File: src/rtl/mem_controller.sv
// Byte-serial memory controller: turns fetch and load/store requests into 1-4 byte-wide
// RAM/IO bus accesses, packs the read bytes into a 32-bit word (or splits the store word
// into bytes), and pulses a one-cycle valid when each request completes.
module mem_controller (
  input  logic        clk,
  input  logic        rst,
  input  logic        rdy,
  input  logic [7:0]  mem_din,
  output logic [7:0]  mem_dout,
  output logic [31:0] mem_a,
  output logic        mem_wr,
  input  logic        io_buffer_full,
  input  logic        inst_enable,
  input  logic [31:0] inst_addr,
  output logic [31:0] inst,
  output logic        inst_valid,
  input  logic        data_enable,
  input  logic        data_wr,
  input  logic [31:0] data_addr,
  input  logic [1:0]  data_len,
  input  logic [31:0] data_in,
  output logic [31:0] data_out,
  output logic        data_valid,
  input  logic        rollback
);

  typedef enum logic [1:0] {StIdle, StRun, StDone} state_e;

  state_e      state_q, state_d;
  logic        is_data_q, is_data_d;
  logic        is_wr_q, is_wr_d;
  logic [31:0] base_q, base_d;
  logic [1:0]  cnt_q, cnt_d;
  logic [1:0]  last_q, last_d;
  logic [31:0] wdata_q, wdata_d;
  logic [31:0] rbuf_q, rbuf_d;
  logic [31:0] inst_q, inst_d;
  logic [31:0] data_out_q, data_out_d;
  logic        inst_valid_q, inst_valid_d;
  logic        data_valid_q, data_valid_d;

  logic        running;
  logic [31:0] cur_addr;
  logic        io_stall;
  logic [7:0]  wbyte;
  logic [31:0] rbuf_next;

  // Bus side: address/data of the current byte; IO writes park the bus while UART is full
  always_comb begin
    running  = (state_q == StRun);
    cur_addr = base_q + {30'b0, cnt_q};
    io_stall = running && is_wr_q && (cur_addr[17:16] == 2'b11) && io_buffer_full;
    unique case (cnt_q)
      2'd0:    wbyte = wdata_q[7:0];
      2'd1:    wbyte = wdata_q[15:8];
      2'd2:    wbyte = wdata_q[23:16];
      default: wbyte = wdata_q[31:24];
    endcase
    rbuf_next = rbuf_q | ({24'b0, mem_din} << {cnt_q, 3'b000});
    mem_a     = (running && !io_stall) ? cur_addr : 32'b0;
    mem_dout  = (running && is_wr_q && !io_stall) ? wbyte : 8'b0;
    mem_wr    = running && is_wr_q && !io_stall && rdy;
  end

  // Next-state: accept in idle, step bytes in run, single valid cycle in done
  always_comb begin
    state_d      = state_q;
    is_data_d    = is_data_q;
    is_wr_d      = is_wr_q;
    base_d       = base_q;
    cnt_d        = cnt_q;
    last_d       = last_q;
    wdata_d      = wdata_q;
    rbuf_d       = rbuf_q;
    inst_d       = inst_q;
    data_out_d   = data_out_q;
    inst_valid_d = inst_valid_q;
    data_valid_d = data_valid_q;
    if (rdy) begin
      unique case (state_q)
        StIdle: begin
          if (!rollback && (data_enable || inst_enable)) begin
            state_d = StRun;
            cnt_d   = 2'd0;
            rbuf_d  = 32'b0;
            if (data_enable) begin
              is_data_d = 1'b1;
              is_wr_d   = data_wr;
              base_d    = data_addr;
              // last byte index; the illegal length 3 is treated as a word
              last_d    = data_len[1] ? 2'd3 : {1'b0, data_len[0]};
              wdata_d   = data_in;
            end else begin
              is_data_d = 1'b0;
              is_wr_d   = 1'b0;
              base_d    = inst_addr;
              last_d    = 2'd3;
            end
          end
        end
        StRun: begin
          if (rollback && !is_wr_q) begin
            state_d = StIdle;
            cnt_d   = 2'd0;
          end else if (!io_stall) begin
            if (!is_wr_q) rbuf_d = rbuf_next;
            if (cnt_q == last_q) begin
              state_d = StDone;
              cnt_d   = 2'd0;
              if (is_data_q) begin
                data_valid_d = 1'b1;
                if (!is_wr_q) data_out_d = rbuf_next;
              end else begin
                inst_valid_d = 1'b1;
                inst_d       = rbuf_next;
              end
            end else begin
              cnt_d = cnt_q + 2'd1;
            end
          end
        end
        StDone: begin
          // requests are deliberately not sampled here
          state_d      = StIdle;
          inst_valid_d = 1'b0;
          data_valid_d = 1'b0;
        end
        default: state_d = StIdle;
      endcase
    end
  end

  // State and output registers
  always_ff @(posedge clk or posedge rst) begin
    if (rst) begin
      state_q      <= StIdle;
      is_data_q    <= 1'b0;
      is_wr_q      <= 1'b0;
      base_q       <= 32'b0;
      cnt_q        <= 2'd0;
      last_q       <= 2'd0;
      wdata_q      <= 32'b0;
      rbuf_q       <= 32'b0;
      inst_q       <= 32'b0;
      data_out_q   <= 32'b0;
      inst_valid_q <= 1'b0;
      data_valid_q <= 1'b0;
    end else begin
      state_q      <= state_d;
      is_data_q    <= is_data_d;
      is_wr_q      <= is_wr_d;
      base_q       <= base_d;
      cnt_q        <= cnt_d;
      last_q       <= last_d;
      wdata_q      <= wdata_d;
      rbuf_q       <= rbuf_d;
      inst_q       <= inst_d;
      data_out_q   <= data_out_d;
      inst_valid_q <= inst_valid_d;
      data_valid_q <= data_valid_d;
    end
  end

  assign inst       = inst_q;
  assign inst_valid = inst_valid_q;
  assign data_out   = data_out_q;
  assign data_valid = data_valid_q;

endmodule

File: config.mk
export PLATFORM = sky130hd
export DESIGN_NAME = mem_controller
export DESIGN_NICKNAME = d
export VERILOG_FILES = /design/src/rtl/mem_controller.sv
export SDC_FILE = /design/constraint.sdc
export NUM_CORES = 1
export LEC_CHECK = 0
export BUFFER_PORTS_ARGS = -buffer_cell sky130_fd_sc_hd__clkbuf_2
export CORE_MARGIN = 1
export CORE_UTILIZATION = 30
export CTS_BUF_LIST = sky130_fd_sc_hd__clkbuf_4
export DETAILED_ROUTE_END_ITERATION = 6
export PLACE_DENSITY = 0.53
export SYNTH_ARGS = -nofsm -noshare
export SYNTH_HDL_FRONTEND = slang
export SYNTH_SLANG_ARGS = --single-unit
export TNS_END_PERCENT = 10
File: constraint.sdc
create_clock -name clk -period 6.13 [get_ports clk]
set_clock_uncertainty 0.05 [all_clocks]
set_input_delay 0.613 -clock clk [delete_from_list [all_inputs] [get_ports clk]]
set_output_delay 0.613 -clock clk [all_outputs]
set_load 0.01 [all_outputs]
**After elaboration in Yosys (flattened, before gate mapping)**

Index checks and enable logic that the tools add are counted.

- Output and inout port bits: 107
- Logic and storage cells: 93
- Bits of input ports: 114
- Register bits after elaboration: 170

- Shift-type cells: 1
- Equality and inequality tests: 15
- Add/subtract/negate cells: 2
- Reductions and logical operators: 25
- Multiplexer cells: 33
- Bitwise operators: 5

Operators with widths:

| operator | count |
|---|---|
| 32-bit two-way mux | 6 |
| 32-bit one-hot mux with 2 select lines | 1 |
| 32-bit by 2-bit adder with 32-bit output | 1 |
| 32-bit OR | 1 |
| 8-bit by 5-bit left shift with 32-bit output | 1 |
| 8-bit one-hot mux with 3 select lines | 1 |
| 6-bit AND reduction | 4 |
| 2-bit two-way mux | 10 |
| 2-bit inequality test, second input constant | 6 |
| 4-bit AND reduction | 3 |
| 1-bit two-way mux | 10 |
| 1-bit logical AND | 8 |
| 8-bit two-way mux | 1 |
| 2-bit one-hot mux with 2 select lines | 2 |
| 7-bit AND reduction | 1 |
| 2-bit equality test, second input constant | 3 |
| 2-bit by 1-bit equality test with 1-bit output, second input constant | 2 |
| 2-bit zero test | 2 |
| 1-bit inverter | 4 |
| 1-bit one-hot mux with 2 select lines | 2 |
| 2-bit nonzero test | 2 |
| 1-bit zero test | 3 |
| 3-bit by 1-bit inequality test with 1-bit output, second input constant | 1 |
| 3-bit by 2-bit inequality test with 1-bit output, second input constant | 1 |
| other kinds (5) | 5 |

**Longest topological paths before layout**

Gate-level depths: netlist of the first run.

- Depth in word-level cells: 7
- Mapped depth: 9
- Gate-level depth less buffers: 8

**Worst setup path after synthesis of the first run**

No wires, ideal clock.

- Path type: flip-flop to output port
- Start: register cnt_q[1]
- End: output port mem_a[22]
- Buffers on the path: 1
- Cell stages (with the launch flop): 9
- Data required time: 5.467 ns
- Slack: 3.293 ns
- Data arrival time: 2.174 ns
- Cell sequence: dfrtp_1 -> ha_1 -> a21oi_1 -> nand4b_4 -> or3_4 -> a211o_4 -> nand2_1 -> buf_4 -> nor2_1

- Longest elaborated chain between the ends: 7

Ends and longest elaborated chain:

| item | RTL line | RTL |
|---|---|---|
| start, declared | 33 | `logic [1:0] cnt_q, cnt_d;` |
| start signal, assigned | 153 | `cnt_q <= cnt_d;` |
| 32-bit by 2-bit adder with 32-bit output * | 51 | `cur_addr = base_q + {30'b0, cnt_q};` |
| 2-bit equality test | 52 | `io_stall = running && is_wr_q && (cur_addr[17:16] == 2'b11) && io_buffer_full;` |
| 1-bit logical AND (2 in a row) | 52 |  |
| 1-bit zero test | -- |  |
| 1-bit logical AND | 60 | `mem_a = (running && !io_stall) ? cur_addr : 32'b0;` |
| 32-bit two-way mux * | 60 |  |
| end, declared | 10 | `output logic [31:0] mem_a,` |

Mark *: on every way between the ends. The rest lies on a longest branch, timed or not.

**Worst setup path in the final report of the first run**

- Start: register cnt_q[0]
- End: output port mem_a[3]

Same word-level chain as after synthesis.

==> results of run 1 <==
## worst max path at each step
stage	start	to	slack, ns
5_1_grt	cnt_q[0]	mem_a[3]	1.35
3_3_place_gp	cnt_q[0]	mem_a[3]	2.36
2_1_floorplan	rst	base_q[0]	0.86
6_report	cnt_q[0]	mem_a[3]	1.65
4_1_cts	cnt_q[0]	mem_a[3]	1.50
3_5_place_dp	cnt_q[0]	mem_a[3]	2.17
## critical path, stage by stage, from the launching register on
cell and delay [ns]:
dfrtp_1 0.54, ha_1 0.28, fa_1 0.43, nand3_1 0.11, nor4_1 0.06, xnor2_1 0.40
a211o_4 0.23, nand2_1 0.63, nor2_1 0.42, clkbuf_2 0.19
## sequential cells by signal (all words and copies together) (netlist names)
register,flops
base_q,32
cnt_q,2
data_out,32
data_valid,1
inst,32
inst_valid,1
is_data_q,1
is_wr_q,1
last_q,2
rbuf_q,32
state_q,2
wdata_q,32
## metal layers
layer,vias up,wire length [um]
li1,3195,-
met1,3065,10200
met2,186,10700
met3,15,1230
met4,0,233
met5,-,0
## cell usage after synthesis, drive strengths merged (2+ instances only)
cell type	instances
buf	27
dfrtp	170
a21oi	141
a21o	2
clkbuf	30
and2	3
or2	2
ha	6
nor2	156
a31oi	3
a222oi	8
nand2	16
nand3	18
o21ai	38
nand4	9
xnor2	11
mux2	33
inv	11
o31ai	32
nor4	2
nor3	6
nor2b	2
xor2	19
mux2i	33
and3	8
and4	3
## power by group
| part | leakage, nW | switching (mW) | total (mW) | internal, mW |
|---|---|---|---|---|
| logic | 2.32 | 0.673 | 1.17 | 0.494 |
| clock network | 0.154 | 0.429 | 0.686 | 0.257 |
| registers | 2.17 | 0.249 | 1.70 | 1.45 |
## kinds of logic after synthesis
family	synth area share, %
muxes	8.84
adders and majority gates	1.20
xor gates and xnor gates	3.31
buffers and inverters	3.67
and+or+nand+nor	13.0
DFF	53.6
AOI/OAI and AO/OA	16.4
## layout make-up
| class | count | area [um^2] |
|---|---|---|
| fill | 2733 | 16400 |
| clock inverter | 13 | 141 |
| sequential | 170 | 4250 |
| inverter | 11 | 46.3 |
| multi-input combinational | 560 | 3410 |
| timing repair buffer | 232 | 1190 |
| clock buffer | 19 | 143 |
| tap | 335 | 419 |
| antenna | 1 | 2.50 |
## timing repair
action                    4_1_cts  5_1_grt
hold endpoints to repair       39        0
buffers inserted                0        0
hold buffers                    1        0
==> impl_metrics.yaml, run 1 <==
clock_network:
  cts.sinks: 170
  cts_root_buffer: "clkbuf_4"
  ctsHtreeMaxLevel: 4
  clkTransAtPathRegs_ns: 0.15
  clk_latency_ns: 0.56
  postCtsResizedCells: 0
  numCtsBuffers: 17
  clockBufferDepth: 2
  cts_tree: "yes"
layout:
  postLayoutCoreUtil_pct: 37.0
  layout_commonest_cell: "clkbuf_2"
  drive_gt1_share_pct: 30.3
  area_growth_pct: 21.0
  final_nets: 1113
  layout_common_cells: "220 x clkbuf_2, 170 x dfrtp_1, 155 x nor2_1"
  fin_area_um2: 9610
  layout.cells.non_filler: 1341
placed_design:
  routabilityCongestion: 0.748
  portBuffers: 220
  preCtsSetupSlack_ns: 2.17
  dp_cells: 1307
  dpl-instance-area_um2: 9310
  hpwl_mm: 15.4
critical_path:
  cp-start-kind: "register"
  timing.rr.start: "cnt_q[0]"
  criticalPathCategory: "reg -> out"
  reg2reg_to: "inst[13]"
  cp.required_ns: 5.47
  rr_worst_depth: 8
  end_kind: "output port"
  rrSetupSlack_ns: 3.32
  arrival_ns: 3.82
  critPathMaxFanout: 30
flow_run:
  cap_viol_max_count: 0
timing:
  fmax_mhz: 223
  finalCritPeriodShare_pct: 73.1
  fin_ws_ns: 1.65
  hold_viol: 0
  final.min_clock_period_ns: 4.48
  tns_ns: 0
  slew_headroom_pct: 25.1
  worstMarginPinSlew_ns: 1.11
  rsz0062_at_grt: "no"
  whs_ns: 0.229
  finalMaxSlewViolations: 0
  setup_viol: 0
power:
  ir_drop_mv: 0.128
  leakage_nw: 4.64
  power-per-cell-area_nw_per_um2: 370
  p_total_mw: 3.55
synth:
  synth-edff-count: 0
  avgSynthCellArea_um2: 9.95
  ys_seq_area_share_pct: 53.6
  synth-seq-cells: 170
  yosys_warnings: 0
  ys.flop_type: "dfrtp_1"
  syn_inst: 798
  synthDistinctLibCells: 44
  synth_top_area_cell: "dfrtp_1"
  synth_area_um2: 7940
  synth_nets: 919
  synth.area.top_cells: "dfrtp_1 54%, a21oi_1 8.9%, nor2_1 7.4%"
  synth_top_area_share_pct: 53.6
  async_reset_ff_share_pct: 100
grt:
  grt_pass1_wl_mm: 35.5
  grt-ovfl-total: 0
  grt_pass1_vias: 6394
  met2_usage_pct: 28.3
  use_met3_pct: 4.34
  gr-usage-met1_pct: 22.2
  top_usage_layer: "met2"
  track_usage_pct: 17.1
  antenna_found_initial: 1
  grt_max_degree: 105
routing:
  drt_iter0_markers: 353
  ant_nets: 0
  drt-total-wl_mm: 22.4
  via_count: 6461
  vias_per_cell: 4.82
  routedWlPerCell_um: 16.7
  route.detailed.drc: 0
  dr.pass1.iters: 5
hold_path:
  min_from: "data_in[29]"
  hold_class: "in -> reg"
  min_path_cells: 2
  worstHoldEndpoint: "wdata_q[29]"
floorplanning:
  start_util_pct: 30.6
  fp.dieH_um: 165
  row_count: 59
  io_pins: 221
  dieWidth_um: 165
  fp.dieArea_um2: 27100
  core_area_um2: 26000
status:
  outcome: "complete, no violations"
Power figures use the tool's default switching activity.
==> inputs of run 2 (changes only) <==
--- a/config.mk
+++ b/config.mk
@@ -10,7 +10,7 @@
 export CORE_UTILIZATION = 30
 export CTS_BUF_LIST = sky130_fd_sc_hd__clkbuf_4
 export DETAILED_ROUTE_END_ITERATION = 6
-export PLACE_DENSITY = 0.53
+export PLACE_DENSITY = 0.55
 export SYNTH_ARGS = -nofsm -noshare
 export SYNTH_HDL_FRONTEND = slang
 export SYNTH_SLANG_ARGS = --single-unit
==> constraint.sdc (replaced) <==
create_clock -name clk -period 4.1 [get_ports clk]
set_clock_uncertainty 0.05 [all_clocks]
set_input_delay 0.41 -clock clk [delete_from_list [all_inputs] [get_ports clk]]
set_output_delay 0.41 -clock clk [all_outputs]
set_load 0.01 [all_outputs]
==> impl_metrics.yaml, run 2 (same netlist as run 1, synthesis figures left out) <==
timing:
  final.min_clock_period_ns: 3.75
  slew_headroom_pct: 29.9
  fmax_mhz: 267
  rsz0062_at_grt: "no"
  finalMaxSlewViolations: 0
  setup_viol: 0
  finalCritPeriodShare_pct: 91.5
  tns_ns: 0
  hold_viol: 0
  worstMarginPinSlew_ns: 1.04
critical_path:
  rr_worst_depth: 9
  cp.required_ns: 3.64
  cp-start-kind: "register"
  endpoint: "mem_a[17]"
  arrival_ns: 3.29
  criticalPathCategory: "reg -> out"
  end_kind: "output port"
  reg2reg_to: "inst[14]"
  critPathMaxFanout: 30
  timing.rr.start: "cnt_q[0]"
  rrSetupSlack_ns: 1.37
  critPathLaunch: "cnt_q[0]"
layout:
  layout.cells.non_filler: 1375
  final_nets: 1148
  layout_commonest_cell: "clkbuf_2"
  layout_common_cells: "220 x clkbuf_2, 170 x dfrtp_1, 155 x nor2_1"
  postLayoutCoreUtil_pct: 38.3
  area_growth_pct: 25.2
  fill_cells: 2705
  fin_area_um2: 9940
  drive_gt1_share_pct: 29.5
clock_network:
  cts_root_buffer: "clkbuf_4"
  ctsHtreeMaxLevel: 4
  clockBufferDepth: 2
  clkTransAtPathRegs_ns: 0.14
  cts_tree: "yes"
  cts.sinks: 170
  numCtsBuffers: 17
  clk_latency_ns: 0.55
  postCtsSetupRepairBufs: 0
flow_run:
  cap_viol_max_count: 0
power:
  power-per-cell-area_nw_per_um2: 530
  p_total_mw: 5.27
  swShare_pct: 38.3
  pwr-share-clk_pct: 17.9
  power_frac_comb_pct: 34.2
  p_seq_share_pct: 47.9
  ir_drop_mv: 0.209
  power.switching_mw: 2.02
  leakage_nw: 4.78
  internal-power_mw: 3.25
routing:
  dr.pass1.iters: 6
  via_count: 6595
  drt_iter0_markers: 443
  drt-total-wl_mm: 22.3
  ant_nets: 0
  vias_per_cell: 4.80
  route.detailed.drc: 0
  routedWlPerCell_um: 16.2
floorplanning:
  dieWidth_um: 165
  core_area_um2: 26000
  start_util_pct: 30.6
  fp.dieH_um: 165
  io_pins: 221
  fp.dieArea_um2: 27100
  row_count: 59
grt:
  gr-usage-met1_pct: 22.3
  grt-ovfl-total: 0
  met2_usage_pct: 27.8
  grt_pass1_vias: 6479
  track_usage_pct: 16.9
  use_met3_pct: 4.12
  antenna_found_initial: 1
  top_usage_layer: "met2"
  grt_pass1_wl_mm: 35.3
  grt_max_degree: 105
placed_design:
  dpl-instance-area_um2: 9360
  portBuffers: 220
  hpwl_mm: 15.3
  dp_cells: 1310
  routabilityCongestion: 0.774
status:
  outcome: "complete, no violations"
hold_path:
  hold_class: "in -> reg"
  min_from: "data_in[10]"
==> run 2: cell types whose count changed in the layout (fill, tap and decap cells not counted), sizes merged <==
cell and change:
bufinv -1, clkbuf -1, clkinvlp +2, buf +3, dlygate4sd3 +32, inv -1
==> run 2: cell type report <==
cell class	count	area [um^2]	share of cell area, %
repair buffers	267	1560	15.7
diodes	1	2.50	0.0252
inverters	11	45.0	0.453
clock inverters	13	119	1.20
multi-input cells	560	3410	34.3
well taps	335	419	4.22
clock buffers	18	135	1.36
flip-flops and latches	170	4250	42.8
==> run 2: power groups by stage <==
| stage | logic, mW | registers (mW) | clock network (mW) |
|---|---|---|---|
| CTS | 1.84 | 2.53 | 0.998 |
| detailed placement | 1.81 | 2.57 | 0 |
| finish | 1.80 | 2.53 | 0.945 |
| global placement | 1.80 | 2.55 | 0 |
| global route | 2.03 | 2.60 | 1.05 |
| floorplan | 1.11 | 2.56 | 0 |
==> run 2: critical path, stage by stage, from the launching register on <==
cell,delay (ns)
dfrtp_1,0.39
buf_4,0.17
ha_1,0.22
fa_1,0.42
nand3_1,0.11
nor4_1,0.06
xnor2_1,0.40
a211o_4,0.23
nand2_1,0.07
buf_4,0.26
a21oi_1,0.24
clkbuf_2,0.18
==> run 2: through the flow <==
stage | worst slack [ns] | hold slack (ns)
floorplan | 1.47 | 0.413
detailed placement | 0.900 | 0.433
CTS | 0.223 | 0.000210
finish | 0.348 | 0.0794
global placement | 0.975 | 0.423
global route | 0.0338 | 0.00397
==> run 2: how the worst min path moves through the flow <==
stage                   to  slack [ns]  depth (start not counted)
2_1_floorplan    rbuf_q[0]        0.41                          2
3_3_place_gp      inst[26]        0.42                          2
3_5_place_dp    rbuf_q[31]        0.43                          2
4_1_cts        wdata_q[12]      0.0002                          2
5_1_grt        wdata_q[10]       0.004                          2
6_report       wdata_q[10]        0.08                          2
==> run 2: routing by layer <==
| metal | part of all wire [%] | wire (um) |
|---|---|---|
| met3 | 5.1 | 1130 |
| met4 | 0.95 | 211 |
| met5 | 0 | 0 |
| met1 | 47 | 10400 |
| met2 | 47 | 10600 |
==> run 2: repair_timing <==
item / in CTS / in global routing
hold buffers: 32 / 1
gates resized for setup: 0 / 0
hold endpoints to repair: 57 / 1
==> inputs of run 3 (changes only) <==
--- a/config.mk
+++ b/config.mk
@@ -10,7 +10,7 @@
 export CORE_UTILIZATION = 30
 export CTS_BUF_LIST = sky130_fd_sc_hd__clkbuf_4
 export DETAILED_ROUTE_END_ITERATION = 6
-export PLACE_DENSITY = 0.55
+export PLACE_DENSITY = 0.61
 export SYNTH_ARGS = -nofsm -noshare
 export SYNTH_HDL_FRONTEND = slang
 export SYNTH_SLANG_ARGS = --single-unit
==> impl_metrics.yaml, run 3 (same netlist as run 1, synthesis figures left out) <==
flow_run:
  cap_viol_max_count: 0
critical_path:
  criticalPathCategory: "reg -> out"
  cpMostUsedCell: "nand3_1"
  arrival_ns: 3.36
  end_kind: "output port"
  cp_top_family: "simple AND/OR/NAND/NOR gates"
  slowest_delay_ns: 0.53
  cp-start-kind: "register"
  cp.buffers_inverters: 1
  cp.required_ns: 3.64
  path_cells: "ha_1, fa_1, nand3_1, nor4_1, xnor2_1, a211o_4, nand3_1, nor2_1, clkbuf_2"
  critPathMaxFanout: 11
  slowest_stage: "dfrtp_1"
timing:
  worstMarginPinSlew_ns: 1.07
  setup_viol: 0
  fmax_mhz: 262
  hold_viol: 12
  tns_ns: 0
  slew_headroom_pct: 29.0
  final.min_clock_period_ns: 3.82
  fin_ws_ns: 0.281
  finalMaxSlewViolations: 0
  rsz0062_at_grt: "no"
  finalCritPeriodShare_pct: 93.1
  whs_ns: -0.0455
placed_design:
  hpwl_mm: 15.4
  routabilityCongestion: 0.743
  dpl-instance-area_um2: 9340
  portBuffers: 220
  preCtsSetupSlack_ns: 0.902
layout:
  drive_gt1_share_pct: 29.4
  fill_cells: 2700
  layout_commonest_cell: "clkbuf_2"
  fin_area_um2: 9900
  final_nets: 1146
  layout_common_cells: "220 x clkbuf_2, 170 x dfrtp_1, 155 x nor2_1"
  area_growth_pct: 24.7
  postLayoutCoreUtil_pct: 38.1
floorplanning:
  row_count: 59
  start_util_pct: 30.6
  fp.dieArea_um2: 27100
  core_area_um2: 26000
  fp.dieH_um: 165
  io_pins: 221
  dieWidth_um: 165
hold_path:
  hold_class: "in -> async"
grt:
  grt_pass1_wl_mm: 35.2
  grt_pass1_vias: 6470
  antenna_found_initial: 1
  track_usage_pct: 16.9
  grt-ovfl-total: 0
  grt_max_degree: 171
clock_network:
  cts_tree: "yes"
  cts.sinks: 170
  clockBufferDepth: 2
  ctsHtreeMaxLevel: 4
  numCtsBuffers: 17
  clkTransAtPathRegs_ns: 0.14
  clk_latency_ns: 0.55
  cts_root_buffer: "clkbuf_4"
status:
  outcome: "finished with violations"
  violations: "negative hold slack"
power:
  ir_drop_mv: 0.256
  leakage_nw: 4.76
  power-per-cell-area_nw_per_um2: 531
  p_total_mw: 5.26
routing:
  via_count: 6728
  vias_per_cell: 4.90
  route.detailed.drc: 0
  dr.pass1.iters: 6
  drt_iter0_markers: 537
  routedWlPerCell_um: 16.5
  drt-total-wl_mm: 22.6
  ant_nets: 0
[run 3: worst paths after layout]
path,end,slack (ns),cells past startpoint,startpoint
setup reg to reg,inst[29],1.35,8,cnt_q[0]
hold / removal,data_out[6],-0.05,3,rst
hold reg to reg,rbuf_q[23],0.45,2,rbuf_q[23]
min in group clk,last_q[1],0.07,3,data_len[1]
max in group asynchronous,inst_valid,3.17,3,rst
setup / recovery,mem_dout[4],0.28,9,cnt_q[0]
[run 3: worst reg2reg max path: stages (launching register included)]
cell and delay, ns:
dfrtp_1 0.53, ha_1 0.28, fa_1 0.42, nand3_1 0.11, nor4_1 0.06, xnor2_1 0.38, a211o_4 0.22, nand2_4 0.26
o31ai_1 0.34
[run 3: area by class of cell]
class	instances	area [um^2]	share of cell area (%)
repair buffers	265	1530	15.5
inverters	11	45.0	0.455
multi-input cells	560	3410	34.4
flip-flops and latches	170	4250	43.0
clock inverters	12	103	1.04
well taps	335	419	4.23
clock buffers	19	143	1.44
diodes	1	2.50	0.0253
[run 3: metrics by stage]
step / cells / hold slack, ns
final: 1373 / -0.0455
after detailed placement: 1309 / 0.432
after CTS: 1370 / 0.00303
after global placement: 1309 / 0.421
after global routing: 1373 / 0.0128
after floorplan: 798 / 0.413
[run 3: timing repair]
item,CTS,global route
gates resized for setup,0,0
endpoints found under the hold margin,30,2
setup buffers,0,0
hold buffers,30,2
[run 3: where the power goes]
group / internal [mW] / total [mW] / switching (mW)
logic: 0.763 / 1.79 / 1.03
registers: 2.17 / 2.55 / 0.378
clock network: 0.309 / 0.912 / 0.603
[run 3: routing by layer]
layer / vias up / global-route usage (%) / routed length, um
li1: 3254 / - / -
met1: 3268 / 23.6 / 10600
met2: 198 / 27.0 / 10700
met3: 8 / 3.57 / 1110
met4: 0 / 3.67 / 127
met5: - / 0 / 0
